==> src/rtl/mips_div_pkg.sv <==
// Shared definitions for the MIPS DIV/DIVU sequential divider.
package mips_div_pkg;

    localparam int DIV_WIDTH = 32;

    // Wide enough for any supported WIDTH; callers truncate to their width.
    localparam logic [63:0] DIV0_QUOTIENT = '1;

    typedef enum logic [1:0] {
        IDLE = 2'd0,
        LOAD = 2'd1,
        RUN  = 2'd2,
        FIX  = 2'd3
    } div_state_e;

endpackage

==> src/rtl/div_restore_step.sv <==
// One restoring-division step: ripple subtract via full adders, restore on borrow.

// Single-bit full-adder cell.
module mips_full_adder (
    input  logic a_i,
    input  logic b_i,
    input  logic c_i,
    output logic s_o,
    output logic c_o
);
    assign s_o = a_i ^ b_i ^ c_i;
    assign c_o = (a_i & b_i) | (a_i & c_i) | (b_i & c_i);
endmodule

module div_restore_step #(
    parameter int W = 33
) (
    input  logic [W-1:0] p_i,     // shifted partial remainder
    input  logic [W-1:0] d_i,     // divisor magnitude, zero-extended
    output logic [W-1:0] p_o,     // next partial remainder
    output logic         qbit_o   // quotient bit (no borrow)
);
    logic [W:0]   carry;
    logic [W-1:0] diff;

    assign carry[0] = 1'b1;

    for (genvar i = 0; i < W; i++) begin : g_fa
        mips_full_adder u_fa (
            .a_i (p_i[i]),
            .b_i (~d_i[i]),
            .c_i (carry[i]),
            .s_o (diff[i]),
            .c_o (carry[i+1])
        );
    end

    // Carry-out of p + ~d + 1 is set exactly when p >= d.
    assign qbit_o = carry[W];
    assign p_o    = qbit_o ? diff : p_i;
endmodule

==> src/rtl/mips_seq_divider.sv <==
// Multi-cycle restoring divider for MIPS32 DIV/DIVU; LO=quotient, HI=remainder.
module mips_seq_divider
    import mips_div_pkg::*;
#(
    parameter int WIDTH = DIV_WIDTH
) (
    input  logic             clk,
    input  logic             rst_n,
    input  logic             start,
    input  logic             is_signed,
    input  logic [WIDTH-1:0] dividend,
    input  logic [WIDTH-1:0] divisor,
    output logic             busy,
    output logic             done,
    output logic [WIDTH-1:0] quotient,
    output logic [WIDTH-1:0] remainder,
    output logic             div_by_zero
);
    localparam int CW = $clog2(WIDTH);

    div_state_e       state_q, state_d;
    logic [CW-1:0]    cnt_q;
    logic [WIDTH:0]   p_q;
    logic [WIDTH-1:0] q_q, dmag_q;
    logic [WIDTH-1:0] a_raw_q, b_raw_q;
    logic             signed_q, neg_quo_q, neg_rem_q;
    logic [WIDTH-1:0] quotient_q, remainder_q;
    logic             dbz_q, done_q;

    logic             a_neg, b_neg, div0;
    logic [WIDTH-1:0] a_mag, b_mag, r_mag;
    logic [WIDTH:0]   p_sh, p_nxt;
    logic             qbit;

    // Operands are captured raw at accept; magnitudes are formed in LOAD.
    assign a_neg = signed_q & a_raw_q[WIDTH-1];
    assign b_neg = signed_q & b_raw_q[WIDTH-1];
    assign a_mag = a_neg ? -a_raw_q : a_raw_q;
    assign b_mag = b_neg ? -b_raw_q : b_raw_q;
    assign div0  = (b_raw_q == '0);
    assign r_mag = p_q[WIDTH-1:0];

    // Upper bits of the shifted {P,Q} pair.
    assign p_sh = {p_q[WIDTH-1:0], q_q[WIDTH-1]};

    div_restore_step #(.W(WIDTH+1)) u_step (
        .p_i    (p_sh),
        .d_i    ({1'b0, dmag_q}),
        .p_o    (p_nxt),
        .qbit_o (qbit)
    );

    // FSM state register.
    always_ff @(posedge clk or negedge rst_n) begin
        if (!rst_n) state_q <= IDLE;
        else        state_q <= state_d;
    end

    // FSM next-state logic.
    always_comb begin
        state_d = state_q;
        case (state_q)
            IDLE:    if (start) state_d = LOAD;
            LOAD:    state_d = div0 ? FIX : RUN;
            RUN:     if (cnt_q == '0) state_d = FIX;
            FIX:     state_d = IDLE;
            default: state_d = IDLE;
        endcase
    end

    // Datapath: capture, load magnitudes, iterate, sign-fix and publish results.
    always_ff @(posedge clk or negedge rst_n) begin
        if (!rst_n) begin
            cnt_q       <= '0;
            p_q         <= '0;
            q_q         <= '0;
            dmag_q      <= '0;
            a_raw_q     <= '0;
            b_raw_q     <= '0;
            signed_q    <= 1'b0;
            neg_quo_q   <= 1'b0;
            neg_rem_q   <= 1'b0;
            quotient_q  <= '0;
            remainder_q <= '0;
            dbz_q       <= 1'b0;
            done_q      <= 1'b0;
        end else begin
            done_q <= (state_q == FIX);
            case (state_q)
                IDLE: begin
                    if (start) begin
                        a_raw_q  <= dividend;
                        b_raw_q  <= divisor;
                        signed_q <= is_signed;
                    end
                end
                LOAD: begin
                    q_q       <= a_mag;
                    dmag_q    <= b_mag;
                    p_q       <= '0;
                    neg_quo_q <= a_neg ^ b_neg;
                    neg_rem_q <= a_neg;
                    cnt_q     <= CW'(WIDTH - 1);
                end
                RUN: begin
                    p_q   <= p_nxt;
                    q_q   <= {q_q[WIDTH-2:0], qbit};
                    cnt_q <= cnt_q - CW'(1);
                end
                FIX: begin
                    if (div0) begin
                        quotient_q  <= WIDTH'(DIV0_QUOTIENT);
                        remainder_q <= a_raw_q;
                        dbz_q       <= 1'b1;
                    end else begin
                        quotient_q  <= neg_quo_q ? -q_q : q_q;
                        remainder_q <= neg_rem_q ? -r_mag : r_mag;
                        dbz_q       <= 1'b0;
                    end
                end
                default: ;
            endcase
        end
    end

    // Busy drops on the same edge that raises done.
    assign busy        = (state_q != IDLE);
    assign done        = done_q;
    assign quotient    = quotient_q;
    assign remainder   = remainder_q;
    assign div_by_zero = dbz_q;

endmodule

==> config.mk <==
export PLATFORM = sky130hd
export DESIGN_NAME = mips_seq_divider
export DESIGN_NICKNAME = d
export VERILOG_FILES = /design/src/rtl/mips_div_pkg.sv /design/src/rtl/div_restore_step.sv /design/src/rtl/mips_seq_divider.sv
export SDC_FILE = /design/constraint.sdc
export NUM_CORES = 1
export LEC_CHECK = 0
export CORE_ASPECT_RATIO = 0.75
export CORE_MARGIN = 3
export CORE_UTILIZATION = 50
export DETAILED_ROUTE_END_ITERATION = 16
export PLACE_DENSITY = 0.74
export REMOVE_ABC_BUFFERS = 1
export SLEW_MARGIN = 20
export SYNTH_ARGS = -nofsm -noshare
export SYNTH_HDL_FRONTEND = slang
export SYNTH_SLANG_ARGS = --single-unit
==> constraint.sdc <==
create_clock -name clk -period 14.1 [get_ports clk]
set_clock_uncertainty 0.1 [all_clocks]
set_input_delay 1.41 -clock clk [delete_from_list [all_inputs] [get_ports clk]]
set_output_delay 1.41 -clock clk [all_outputs]
set_load 0.02 [all_outputs]
**Word-level counts from Yosys, hierarchy flattened**

Cells that the tools add are included.

- Flip-flop bits (word level): 236
- Bits in latches: 0
- Memory bits (writable): 0
- Bits in read-only memories: 0
- Input port bits: 68
- Logic and storage cells: 306
- Memories: 0

- Add/sub/neg operators: 5
- Multiply operators: 0
- Divide/modulo/power cells: 0
- $lt $le $gt $ge: 0
- Equal/unequal tests: 5
- Shift operators: 0
- Muxes and demuxes: 15
- Bitwise gates (word level): 260
- Reduce and logical (&&, ||, !) cells: 7

Operators with widths:

| cell | count |
|---|---|
| $mux 32 | 7 |
| $neg 32->32 | 4 |
| $pmux 32 s2 | 2 |
| $and 1x1->1 | 97 |
| $or 1x1->1 | 66 |
| $xor 1x1->1 | 64 |
| $not 1->1 | 33 |
| $logic_not 32->1 | 1 |
| $pmux 5 s2 | 1 |
| $pmux 2 s4 | 1 |
| $logic_not 5->1 | 1 |
| $sub 5x1->5 const B | 1 |
| $eq 2x2->1 const B | 2 |
| $mux 2 | 2 |
| $ne 2x2->1 const B | 2 |
| $reduce_and 2->1 | 2 |
| $reduce_bool 2->1 | 2 |
| $eq 2x1->1 const B | 1 |
| $logic_not 2->1 | 1 |
| $mux 1 | 2 |

**Depth between registers and ports, before layout**

- Word-level depth: 102
- Depth in mapped cells: 43
- Depth with buffers taken out: 42

**Cells and area by module**

From an unflattened synthesis, not the netlist that was laid out.

- Cells, all modules: 1314
- Area, all modules: 13356.6 µm²

Modules (own cells, without submodules):

| module | times used | cells an instance | area an instance (µm²) | sequential area each (µm²) |
|---|---|---|---|---|
| mips_seq_divider | 1 | 1210 | 12012.8 | 5905.7 |
| div_restore_step | 1 | 71 | 683.2 | 0.0 |
| mips_full_adder | 33 | 1 | 20.0 | 0.0 |

**Worst setup path before layout**

Ideal clock, no wire load.

- Kind: flip-flop to flip-flop
- From: register q_q[31]
- To: register p_q[10]
- Data arrival time: 13.303 ns
- Required time: 13.859 ns
- Path slack: 0.556 ns
- Stages on the path, launching flop included: 43
- Path buffers: 1
- Path through: dfrtp_1 inv_1 ha_1 inv_1 fa_1 inv_1 fa_1 inv_1 fa_1 fa_1 fa_1 fa_1 fa_1 fa_1 fa_1 fa_1 fa_1 fa_1 [... 7 more ...] fa_1 fa_1 fa_1 fa_1 fa_1 fa_1 fa_1 fa_1 fa_1 fa_1 inv_1 fa_1 inv_1 fa_1 nor2_1 clkbuf_1 mux2i_1 o22ai_1

- Longest elaborated chain between the ends: 101

RTL lines:

| what | RTL line | text |
|---|---|---|
| from (decl) | mips_seq_divider.sv:24 | `logic [WIDTH-1:0] q_q, dmag_q;` |
| from (signal assigned) | mips_seq_divider.sv:98 | `q_q <= a_mag;` |
| from (signal assigned) | mips_seq_divider.sv:107 | `q_q <= {q_q[WIDTH-2:0], qbit};` |
| $and 1x1->1 | div_restore_step.sv:12 | `assign c_o = (a_i & b_i) \| (a_i & c_i) \| (b_i & c_i);` |
| $or 1x1->1 (*) (2 in a row) | div_restore_step.sv:12 |  |
| $and 1x1->1 | div_restore_step.sv:12 |  |
| $or 1x1->1 | div_restore_step.sv:12 |  |
| $or 1x1->1 (*) | div_restore_step.sv:12 |  |
| $and 1x1->1 | div_restore_step.sv:12 |  |
| $or 1x1->1 | div_restore_step.sv:12 |  |
| $or 1x1->1 (*) | div_restore_step.sv:12 |  |
| [... 81 more ...] | - |  |
| $and 1x1->1 | div_restore_step.sv:12 |  |
| $or 1x1->1 (2 in a row) | div_restore_step.sv:12 |  |
| $and 1x1->1 | div_restore_step.sv:12 |  |
| $or 1x1->1 (2 in a row) | div_restore_step.sv:12 |  |
| $and 1x1->1 | div_restore_step.sv:12 |  |
| $or 1x1->1 (2 in a row) | div_restore_step.sv:12 |  |
| $mux 32 (*) | div_restore_step.sv:40 | `assign p_o = qbit_o ? diff : p_i;` |
| $pmux 32 s2 (*) | mips_seq_divider.sv:89 | `case (state_q)` |
| to (signal assigned) | mips_seq_divider.sv:106 | `p_q <= p_nxt;` |
| to (decl) | mips_seq_divider.sv:23 | `logic [WIDTH:0] p_q;` |

Every way passes the cells marked *; elsewhere a longest branch is shown, timed or not.
A chain may end at the register's enable or synchronous reset.

**Final worst setup path**

- From: register q_q[31]
- To: register p_q[15]

- Longest elaborated chain between the ends: 101

RTL lines:

| what | RTL line |
|---|---|
| $and 1x1->1 | div_restore_step.sv:12 |
| $or 1x1->1 (*) (2 in a row) | div_restore_step.sv:12 |
| $and 1x1->1 | div_restore_step.sv:12 |
| $or 1x1->1 | div_restore_step.sv:12 |
| $or 1x1->1 (*) | div_restore_step.sv:12 |
| $and 1x1->1 | div_restore_step.sv:12 |
| $or 1x1->1 | div_restore_step.sv:12 |
| $or 1x1->1 (*) | div_restore_step.sv:12 |
| [... 81 more ...] | - |
| $and 1x1->1 | div_restore_step.sv:12 |
| $or 1x1->1 (2 in a row) | div_restore_step.sv:12 |
| $and 1x1->1 | div_restore_step.sv:12 |
| $or 1x1->1 (2 in a row) | div_restore_step.sv:12 |
| $and 1x1->1 | div_restore_step.sv:12 |
| $or 1x1->1 (2 in a row) | div_restore_step.sv:12 |
| $mux 32 (*) | div_restore_step.sv:40 |
| $pmux 32 s2 (*) | mips_seq_divider.sv:89 |

Marked as above.

==> run summary <==
- outcome: complete, no violations
- clock share of power: 18.2%
- Critical Path Start Type: flip-flop
- initial antenna violation count: 0
- Routed wire per std cell: 19.0 µm
- final number of hold-violating endpoints: 0
- most instantiated library cell after synthesis: dfrtp_1
- ant diodes: 0
- cell area after synthesis: 13100 µm²
- maximum fanout along the worst path: 9
- RePlAce Congestion: 0.903
- H-tree levels: 1
- FF-to-FF setup slack: 0.40 ns
- sequential fraction of the synthesis area: 45.1%
- core area: 25300 µm²
- met1 usage: 36.7%
- CTS clk-pin slew, worst paths: 0.06 ns
- FF-to-FF path depth: 43
- cts bufs inserted: 25
- wire length of the first global-routing pass: 53.2 mm
- Relative slew margins: 28.7%
- area share of the largest cell type after synthesis: 45.1%
- pin count of the biggest net entering global routing: 105
- Worst path depth: 43
- Worst Hold Class: reg -> reg
- endpoint arrival time on the critical path: 13.96 ns
- Sink Count: 236
- Hold Crit Depth: 1
- count of max-cap constraint violations: 0
- finished layout cell area: 15500 µm²
- multi-input combinational cell area: 6420 µm²
- count of buffers inserted at the top-level ports: 134
- worst endpoint required time: 14.36 ns
- RSZ-0062 raised after global routing: no
- synthesized area per cell: 10.0 µm²
- number of remaining DRC errors: 0
- post-synthesis to final-layout area growth: 18.5%
- count of flip-flops with a built-in enable after synthesis: 0
- GRT met3 Usage: 3.91%
- share of total power consumed by net switching: 41.7%
- Final min period: 13.70 ns
- instance count of the mapped netlist: 1306
- proportion of power drawn by combinational gates: 45.5%
- Layout Utilization: 61.2%
- Layout fillers: 2146
- kind of end point of the critical path: flip-flop
- GRT Util Overall: 23.3%
- Max clock buf depth: 3
- endpoint of the lowest-slack register-to-register path: p_q[15]
- GR peak layer: met1
- Total Neg Setup Slack: 0 ns
- async set-or-reset flop fraction in the synthesized netlist: 100%
- leakage: 6.61 nW
- Initial Util: 51.7%
- maximum clock frequency: 73.0 MHz
- via count of the first global-routing pass: 9820
- Worst path top cell family by delay: adder cells
- Critical Path Slowest Stage Cell: fa_1
- total wire length after detailed routing: 33.4 mm
- Pint: 2.05 mW
- hpwl dp: 23.0 mm
- routed via count divided by cell count: 5.79
- Overflow after GRT: 0
- clock root cell: clkbuf_16
- fraction of final layout cells with drive strength greater than 1: 11.3%
- clock tree from TritonCTS: yes
- CP most frequent cell: fa_1
- count of distinct cell types in the synthesized netlist: 56
- critical path start-end classification: reg -> reg
- total placed instance area: 14600 µm²
- leading cell types by count after synthesis: dfrtp_1, inv_1, o21ai_0, nor2_1, xnor2_1
- vertical die dimension: 146 µm
- fraction of power consumed by sequential logic: 36.3%
- vias after detailed routing: 10200
- source-to-sink clock delay at the later pin of the worst-skew pair: 0.52 ns
- Worst Tran Pin Value: 1.07 ns
- number of search-and-repair iterations in the first detailed-routing pass: 5
- Antenna Violating Nets Remaining: 0
- synth top area cells: dfrtp_1, mux2_2, xnor2_1
- slowest cell delay on critical path: 0.42 ns
- Net count, final: 1514
- worst ir drop on vdd: 0.172 mV
- startpoint of the worst register-to-register path: q_q[31]
- last element of the critical path: p_q[15]
- met2 usage: 34.1%
- Final Total Pwr: 3.52 mW
- Switching Power: 1.47 mW
- cell taking the most area after synthesis: dfrtp_1
- Synth Register Bits: 236
- count of final max-slew check failures: 0
- hold_ws: 0.394 ns
- die area: 28200 µm²
- Setup violations, final: 0
- register cell area after layout: 5910 µm²
- Die X: 193 µm
- number of cell rows: 50
- Worst Setup SP: q_q[31]
- Worst Path Buf+Inv: 8
- final worst-path cycle share: 97.2%
- cell area power density: 227 nW/µm²
- initial detailed-routing violation count: 815
- warnings from Yosys: 0
- most used flip-flop cell after synthesis: dfrtp_1
- count of boundary I/O pins: 135
==> cell type report <==
cell class | count | area share (%)
multi-input combinational | 872 | 41.4
sequential | 236 | 38.1
timing repair buffer | 152 | 9.96
clock buffer | 37 | 4.65
inverter | 116 | 2.81
tap | 338 | 2.73
clock inverter | 6 | 0.379
==> metal layers <==
layer	routed length (µm)	part of all wire (%)
met1	16100	48
met5	0	0
met4	594	1.8
met3	2180	6.5
met2	14600	44
==> kinds of logic after synthesis <==
family | share of synthesized area, %
muxes | 8.91
adders and majority gates | 5.89
and+or+nand+nor | 10.4
xor gates and xnor gates | 7.63
AOI/OAI and AO/OA | 15.9
buffers and inverters | 6.16
DFF | 45.1
==> layout by cell type (no fill, tap or decap), types with 51 or more instances in the layout <==
cell and instances:
a21oi_1 70, clkdlybuf4s50_1 133, nor2_1 92, o21ai_0 96, mux2_2 76, o22ai_1 51
nand2_1 56, xnor2_1 85, inv_1 116, dfrtp_1 236
==> registers in the layout, indices dropped and copies added (netlist names), 2 cells and up <==
register,count
q_q,32
dmag_q,32
cnt_q,5
remainder,32
b_raw_q,32
p_q,32
quotient,32
state_q,2
a_raw_q,32
==> power groups by stage <==
stage	combinational [mW]	clock (mW)	sequential, mW
final	1.60	0.640	1.28
after global routing	1.79	0.675	1.32
after CTS	1.60	0.649	1.27
after detailed placement	1.60	0	1.28
after global placement	1.56	0	1.27
after floorplan	1.06	0	1.27
==> how the worst min path moves through the flow <==
stage | to | slack (ns) | startpoint
4_1_cts | quotient[8] | 0.40 | quotient[8]
3_3_place_gp | quotient[9] | 0.38 | quotient[9]
3_5_place_dp | quotient[7] | 0.39 | quotient[7]
6_report | quotient[7] | 0.39 | quotient[7]
2_1_floorplan | dmag_q[0] | 0.39 | dmag_q[0]
5_1_grt | quotient[26] | 0.42 | quotient[26]
==> metrics by stage <==
step,worst slack [ns],std cells
floorplan,-0.600,1224
global placement,0.524,1707
detailed placement,0.386,1707
CTS,0.330,1750
global route,0.0133,1757
finish,0.399,1757
==> repair_timing <==
item / in CTS / in global routing
setup buffers: 0 / 4
endpoints found under the setup margin: 0 / 31
resized for setup: 0 / 2
hold buffers: 0 / 0
No activity file was read; power rests on OpenSTA's default activity.
